## config.mk

```make
export PLATFORM = sky130hd
export DESIGN_NAME = gp_cmd_scheduler
export DESIGN_NICKNAME = d
export VERILOG_FILES = /design/src/rtl/gp_cmd_scheduler.sv
export SDC_FILE = /design/constraint.sdc
export NUM_CORES = 1
export LEC_CHECK = 0
export BUFFER_PORTS_ARGS = -buffer_cell sky130_fd_sc_hd__buf_2
export CAP_MARGIN = 5
export CORE_MARGIN = 3
export CORE_UTILIZATION = 30
export CTS_CLUSTER_SIZE = 30
export DETAILED_ROUTE_END_ITERATION = 8
export GPL_ROUTABILITY_DRIVEN = 0
export HOLD_SLACK_MARGIN = 0.06
export PLACE_DENSITY_LB_ADDON = 0.08
export SYNTH_ARGS = -nofsm -noshare
export SYNTH_HDL_FRONTEND = slang
export SYNTH_SLANG_ARGS = --single-unit
export TNS_END_PERCENT = 100
```

## constraint.sdc

```tcl
create_clock -name clk -period 5 [get_ports clk]
set_input_delay 0.75 -clock clk [delete_from_list [all_inputs] [get_ports clk]]
set_output_delay 0.75 -clock clk [all_outputs]
set_load 0.01 [all_outputs]
```

## src/rtl/gp_cmd_scheduler.sv

```systemverilog
// Command scheduler for the 8x8 rasterizer: two-requester round-robin
// arbiter, shared command FIFO and an issue FSM paced by frame_start and a drain count.
module gp_cmd_scheduler #(
  parameter int FIFO_DEPTH = 4,
  parameter int FS_TIMEOUT = 4
) (
  input  logic                          clk,
  input  logic                          rst,
  input  logic                          req0_valid,
  input  logic [19:0]                   req0_data,
  output logic                          req0_ready,
  input  logic                          req1_valid,
  input  logic [19:0]                   req1_data,
  output logic                          req1_ready,
  output logic [1:0]                    gp_command,
  output logic [2:0]                    gp_x1,
  output logic [2:0]                    gp_y1,
  output logic [2:0]                    gp_x2,
  output logic [2:0]                    gp_y2,
  output logic [2:0]                    gp_rect_width,
  output logic [2:0]                    gp_rect_height,
  output logic                          gp_command_valid,
  input  logic                          gp_frame_start,
  output logic                          busy,
  output logic                          frame_done,
  output logic [$clog2(FIFO_DEPTH):0]   fifo_level,
  output logic                          timeout_err
);

  localparam int AW = $clog2(FIFO_DEPTH);
  localparam int TW = $clog2(FS_TIMEOUT + 1);

  typedef enum logic [1:0] {
    IDLE,
    ISSUE,
    WAIT_FS,
    DRAIN
  } state_t;

  state_t        state_q, state_d;
  logic          last_q, last_d;
  logic [AW:0]   wr_q, wr_d;
  logic [AW:0]   rd_q, rd_d;
  logic [19:0]   cmd_q, cmd_d;
  logic [5:0]    drain_q, drain_d;
  logic [TW-1:0] tmo_q, tmo_d;
  logic          err_q, err_d;
  logic [19:0]   mem_q [FIFO_DEPTH];

  logic        full, empty, gnt1;
  logic        push0, push1, push, pop;
  logic [AW:0] level;
  logic [19:0] push_data;

  assign level = wr_q - rd_q;
  assign full  = (level == (AW+1)'(FIFO_DEPTH));
  assign empty = (wr_q == rd_q);

  // On a tie the requester not served by the last push wins.
  assign gnt1 = req1_valid && (!req0_valid || !last_q);

  assign req0_ready = !full && !gnt1;
  assign req1_ready = !full && gnt1;
  assign push0      = req0_valid && req0_ready;
  assign push1      = req1_valid && req1_ready;
  assign push       = push0 || push1;
  assign push_data  = push1 ? req1_data : req0_data;
  assign pop        = (state_q == IDLE) && !empty;

  assign wr_d   = wr_q + {{AW{1'b0}}, push};
  assign rd_d   = rd_q + {{AW{1'b0}}, pop};
  assign last_d = push ? push1 : last_q;
  assign cmd_d  = pop ? mem_q[rd_q[AW-1:0]] : cmd_q;

  always_ff @(posedge clk) begin
    if (push) mem_q[wr_q[AW-1:0]] <= push_data;
  end

  always_ff @(posedge clk or posedge rst) begin
    if (rst) begin
      state_q <= IDLE;
      last_q  <= 1'b1;
      wr_q    <= '0;
      rd_q    <= '0;
      cmd_q   <= '0;
      drain_q <= '0;
      tmo_q   <= '0;
      err_q   <= 1'b0;
    end else begin
      state_q <= state_d;
      last_q  <= last_d;
      wr_q    <= wr_d;
      rd_q    <= rd_d;
      cmd_q   <= cmd_d;
      drain_q <= drain_d;
      tmo_q   <= tmo_d;
      err_q   <= err_d;
    end
  end

  always_comb begin
    state_d = state_q;
    drain_d = drain_q;
    tmo_d   = tmo_q;
    err_d   = err_q;
    unique case (state_q)
      IDLE: begin
        if (!empty) state_d = ISSUE;
      end
      ISSUE: begin
        tmo_d   = '0;
        state_d = WAIT_FS;
      end
      WAIT_FS: begin
        if (gp_frame_start) begin
          // The frame_start cycle is the first of the 64 drain cycles.
          drain_d = 6'd62;
          state_d = DRAIN;
        end else begin
          tmo_d = tmo_q + 1'b1;
          if (tmo_d == TW'(FS_TIMEOUT)) begin
            err_d   = 1'b1;
            state_d = IDLE;
          end
        end
      end
      DRAIN: begin
        if (drain_q == 6'd0) state_d = IDLE;
        else drain_d = drain_q - 6'd1;
      end
      default: state_d = IDLE;
    endcase
  end

  always_comb begin
    gp_command_valid = (state_q == ISSUE);
    busy             = (state_q != IDLE) || pop;
    frame_done       = (state_q == DRAIN) && (drain_q == 6'd0);
    timeout_err      = err_q;
    fifo_level       = level;
    {gp_command, gp_x1, gp_y1, gp_x2, gp_y2,
     gp_rect_width, gp_rect_height} = cmd_q;
  end

endmodule

```

# After elaboration in Yosys (flattened, before gate mapping)
# Memories as Yosys holds them, arrays and structs flattened. A register that Yosys moved wholly into a read port is not among the register bits.
# Cells that the tools add are included.
totals:
  regBits: 19
  ram_bits: 80
  in_bits: 45
  output_inout_bits: 29
  word_cells: 63
  mem_count: 1
mem_list:
  columns: ["name", "depth", "word_bits", "read_ports", "rd_clocked_by_memory_dff", "wr", "line", "source"]
  rows:
  - ["mem_q", 4, 20, 1, 1, 1, "48", "logic [19:0] mem_q [FIFO_DEPTH];"]
classes:
  add_sub_neg: 5
  n_eq_ne: 12
  n_mux: 13
  bitwise: 1
  n_reduce_logical: 24
ops:
  columns: ["operator", "n"]
  rows:
  - ["20-bit 2-to-1 mux", 1]
  - ["6-bit 2-to-1 mux", 2]
  - ["6-bit one-hot mux with 2 select lines", 1]
  - ["2-bit != test, second input constant", 5]
  - ["3-bit AND reduction", 3]
  - ["2-bit 2-to-1 mux", 4]
  - ["2-bit one-hot mux with 4 select lines", 1]
  - ["1-bit logical AND", 7]
  - ["3-bit by 1-bit adder with 3-bit output", 2]
  - ["3-bit equality test, second input constant", 2]
  - ["6-bit logical NOT", 1]
  - ["3-bit one-hot mux with 2 select lines", 1]
  - ["2-bit nonzero test", 3]
  - ["6-bit by 1-bit subtractor with 6-bit output, second input constant", 1]
  - ["1-bit logical NOT", 5]
  - ["2-bit equality test, second input constant", 2]
  - ["3-bit by 1-bit adder with 3-bit output, second input constant", 1]
  - ["3-bit equality test", 1]
  - ["1-bit logical OR", 3]
  - ["3-bit 2-to-1 mux", 1]
  - ["3-bit != test, second input constant", 1]
  - ["3-bit subtractor", 1]
  - ["2-bit by 1-bit equality test with 1-bit output, second input constant", 1]
  - ["2-bit logical NOT", 1]
  - ["3 further kinds", 4]

# Depth between registers and ports, before layout
logic_depth:
  word_depth: 9
  depth_mapped: 10

# Worst setup path before layout
# OpenSTA, ideal clock, no wires.
synth_path:
  path_kind: "register to register"
  startpoint: "reg wr_q[0]"
  endpoint: "mem mem_q[2][0], enable pin"
  arrival_time_ps: 2852
  path_slack_ps: 1726
  path_stages_with_launch: 7
  n_path_buf: 0
  cell_sequence: "dfrtp_1 > inv_1 > ha_1 > fa_1 > xnor3_2 > o22ai_1 > nor3_1"
synth_between:
  elab_chain_cells: 8
  word_cells_on_any_way: 10
  cone_classes: "1 x add/sub; 1 x eq/ne; 2 x mux; 6 x reduce/logical"
synth_lines:
  columns: ["element", "line", "source"]
  rows:
  - ["start, declared", "42", "logic [AW:0] wr_q, wr_d;"]
  - ["start signal, assigned", "92", "wr_q <= wr_d;"]
  - ["3-bit subtractor", "55", "assign level = wr_q - rd_q;"]
  - ["3-bit equality test", "56", "assign full = (level == (AW+1)'(FIFO_DEPTH));"]
  - ["1-bit logical NOT", "62, 63", null]
  - ["1-bit logical AND, on equally long branches", "62, 63", null]
  - ["1-bit logical AND, on equally long branches", "64, 65", null]
  - ["1-bit logical OR", "66", "assign push = push0 || push1;"]
  - ["1-bit 2-to-1 mux", "76", "if (push) mem_q[wr_q[AW-1:0]] <= push_data;"]
  - ["1-bit 2-to-1 mux (implied by the code)", "76", null]
  - ["end, declared", "48", null]
# Parallel ways exist; a longest one is shown, timed or not.

# Worst setup path in the final report
layout_path:
  startpoint: "reg rd_q[0]"
  endpoint: "out req1_ready"
layout_between:
  elab_chain_cells: 4
layout_lines:
  columns: ["element", "line", "source"]
  rows:
  - ["start, declared", "43", "logic [AW:0] rd_q, rd_d;"]
  - ["start signal, assigned", "93", "rd_q <= rd_d;"]
  - ["3-bit subtractor", "55", null]
  - ["3-bit equality test", "56", null]
  - ["1-bit logical NOT", "63", "assign req1_ready = !full && gnt1;"]
  - ["1-bit logical AND", "63", null]
  - ["end, declared", "14", "output logic req1_ready,"]
# No other way between the ends.

==> summary.txt <==
ys async rst share: 0.328
chip height: 136 um
ANT cells: 0
final worst path period share: 0.734
syn nets: 353
Mean Syn Cell Area: 17.1 sq um
Synthesis Warnings: 0
Placement Setup Slack: 1.68 ns
grt total ovfl: 0
drt total wl: 10.7 mm
clk sinks: 119
CTS tree: done
layout cells sized above 1: 0.461
Max IR drop VDD: 0.000277 V
Setup TNS: 0 ns
reg2reg path depth: 7
Reg clk slew, reported paths: 0.05 ns
Distinct cells, synth: 51
drt drc: 0
CP dominant cell by count: buf_4
CTS H-tree lvls: 4
DRT iter0 DRCs: 121
initial antenna violation count: 0
core area: 0.0162 sq mm
Root Driver: clkbuf_16
internal power: 2850 uW
Critical Path Start Type: flip-flop
IO Count: 74
IO Port Bufs: 73
Worst Skew: 0.00595 ns
Setup-failing EPs final: 0
Vias/cell: 4.69
Post-DRT Antenna Nets: 0
Wirelength per Cell: 17.6 um
Util after Layout: 0.385
Seq/Total Area, Yosys: 0.665
CP required: 4.25 ns
CP Cell Sequence: buf_4, ha_1, fa_1, xnor3_2, o21ai_4, buf_4, inv_1, buf_2
Worst-Margin Slew: 0.959 ns
sequential share of power: 0.408
Primary FF master, synth: edfxtp_1
status: completed
Slew Limit Fails: 0
largest net degree at the start of global routing: 40
GRT Total Usage: 0.125
pwr/cell area: 681 mW/mm^2
first-pass GRT wire length: 17.0 mm
hold_buf cts: 0
Sw Share: 0.331
Slowest-stage cell, CP: o21ai_4
Critical Path Fanout Max: 22
vias in the first global route: 3,051
Synth Instances: 297
cts repair resizes: 0
FILL cells: 1,551
HP Class: flip-flop to flip-flop
synthesized area: 0.00508 sq mm
Sw Pwr: 1410 uW
Seq cells post-synth: 119
final number of hold-violating endpoints: 0
Comb power frac: 0.341
r2r endpoint: mem_q[1][10]$_DFFE_PP_
Post-synth EDFFs: 80
Die Area: 0.0185 sq mm
Worst slew margin: 0.360
CTS buffer count: 17
Starting Density: 0.313
CP endpoint: req1_ready
FMAX: 272 MHz
CP delay by family, top: buffers and inverters
hpwl dp: 6.84 mm
RSZ-0062 raised after global routing: false
CP arrival: 2.92 ns
Reg2Reg Setup Slack: 1.91 ns
nets@finish: 438
routed via count: 2,868
crit path from: rd_q[0]$_DFF_PP0_
setup ws final: 1.33 ns
clk_lat worst skew: 0.40 ns
worst-case clock buffer depth: 2
buffers and inverters on the worst path: 4
clock share of power: 0.251
WHS Path Cells: 1
Worst R2R Start: rd_q[0]$_DFF_PP0_
Worst Setup End Kind: primary output
area added between synthesis and finish: 22.9%
Stages on worst setup path: 8
Post-CTS Setup Inserts: 0
crit path kind: flip-flop to primary output
CP max stage delay: 0.42 ns
max cap viols: 0
Row Count: 46
Leak Pwr: 0.00246 uW
Tmin final: 3.67 ns
Die X: 136 um
Detailed Routing Iterations Pass 1: 4
==> state kept, by name (all words and copies together), names as in the netlist, 2 cells and up <==
signal	count
drain_q	6
wr_q	3
cmd_q	20
mem_q	80
rd_q	3
state_q	2
tmo_q	3
==> how the worst min path moves through the flow <==
stage                                  from                       to
finish              timeout_err$_DFFE_PP0P_  timeout_err$_DFFE_PP0P_
global route        timeout_err$_DFFE_PP0P_  timeout_err$_DFFE_PP0P_
CTS                      last_q$_DFFE_PP1P_       last_q$_DFFE_PP1P_
detailed placement  timeout_err$_DFFE_PP0P_  timeout_err$_DFFE_PP0P_
global placement    timeout_err$_DFFE_PP0P_  timeout_err$_DFFE_PP0P_
floorplan                last_q$_DFFE_PP1P_       last_q$_DFFE_PP1P_
==> cells in the mapped netlist, types with 2 or more instances <==
library cell / n / area [sq um]
a21o_1: 2 / 15.0
nor4b_1: 2 / 17.5
inv_1: 15 / 56.3
mux4_2: 20 / 450
edfxtp_1: 80 / 2400
buf_6: 3 / 33.8
nor2_1: 8 / 30.0
a22o_1: 2 / 17.5
clkbuf_1: 7 / 26.3
a31oi_1: 2 / 12.5
nand2_1: 8 / 30.0
a21oi_1: 4 / 20.0
ha_1: 10 / 125
o22ai_1: 2 / 12.5
a2bb2oi_1: 2 / 17.5
buf_2: 4 / 20.0
dfrtp_1: 38 / 951
mux2_2: 39 / 439
o21ai_0: 6 / 30.0
xor2_1: 4 / 35.0
nand2b_1: 4 / 25.0
o31ai_1: 2 / 15.0
nor3_1: 5 / 25.0
==> kinds of logic (layout without fill, tap and decap cells) <==
logic type,count (synthesis),count (layout),synth area share
flops,119,119,0.665
mux,60,60,0.177
simple gates,38,38,0.0404
compound gates,34,34,0.0493
buf+inv,30,128,0.0276
fa+ha+maj,11,11,0.0286
xor+xnor,5,5,0.0116
==> area by class of cell <==
type                    instances  area [sq um]  share of cell area
clock buffers                  19           443              0.0710
clock inverters                13          81.3              0.0130
inverters                      15          56.3             0.00902
multi-input cells             148          1580               0.254
flip-flops and latches        119          3380               0.542
well taps                     216           270              0.0433
repair buffers                 81           425              0.0682
==> layout by cell type (no fill, tap or decap), types with 2 or more instances in the layout <==
cell,instances
a21o_1,2
a21oi_1,4
a22o_1,2
a2bb2oi_1,2
a31oi_1,2
buf_2,73
buf_4,8
clkbuf_16,17
clkinv_1,2
clkinv_2,5
clkinvlp_4,3
dfrtp_1,37
edfxtp_1,80
ha_1,10
inv_1,14
inv_6,2
mux2_2,39
mux4_2,20
nand2_1,8
nand2b_1,4
nor2_1,8
nor3_2,4
nor4b_1,2
o21ai_0,5
o22ai_1,2
o31ai_1,2
xor2_1,4
==> metrics by stage <==
stage	hold slack, ns	cells	total power, uW	cell area (sq um)
after floorplan	0.446	297	2740	5080
after CTS	0.473	611	4340	6240
after global placement	0.456	579	3240	5720
final	0.466	611	4250	6240
after detailed placement	0.465	579	3250	5720
after global routing	0.492	611	4540	6240
==> routing by layer <==
layer / routed length, um / up-vias / global-route usage
met5: 0 / - / 0
met3: 535 / 10 / 0.0429
met2: 5260 / 60 / 0.202
li1: - / 1330 / -
met4: 135 / 0 / 0.0386
met1: 4810 / 1468 / 0.158
==> power by group through the flow <==
stage | clock, uW | combinational (uW) | sequential [uW]
after floorplan | 0 | 999 | 1740
after global placement | 0 | 1480 | 1750
after detailed placement | 0 | 1490 | 1760
after CTS | 1100 | 1500 | 1740
after global routing | 1140 | 1620 | 1780
final | 1070 | 1450 | 1740
Note: power is estimated with default switching activity, not from simulation.
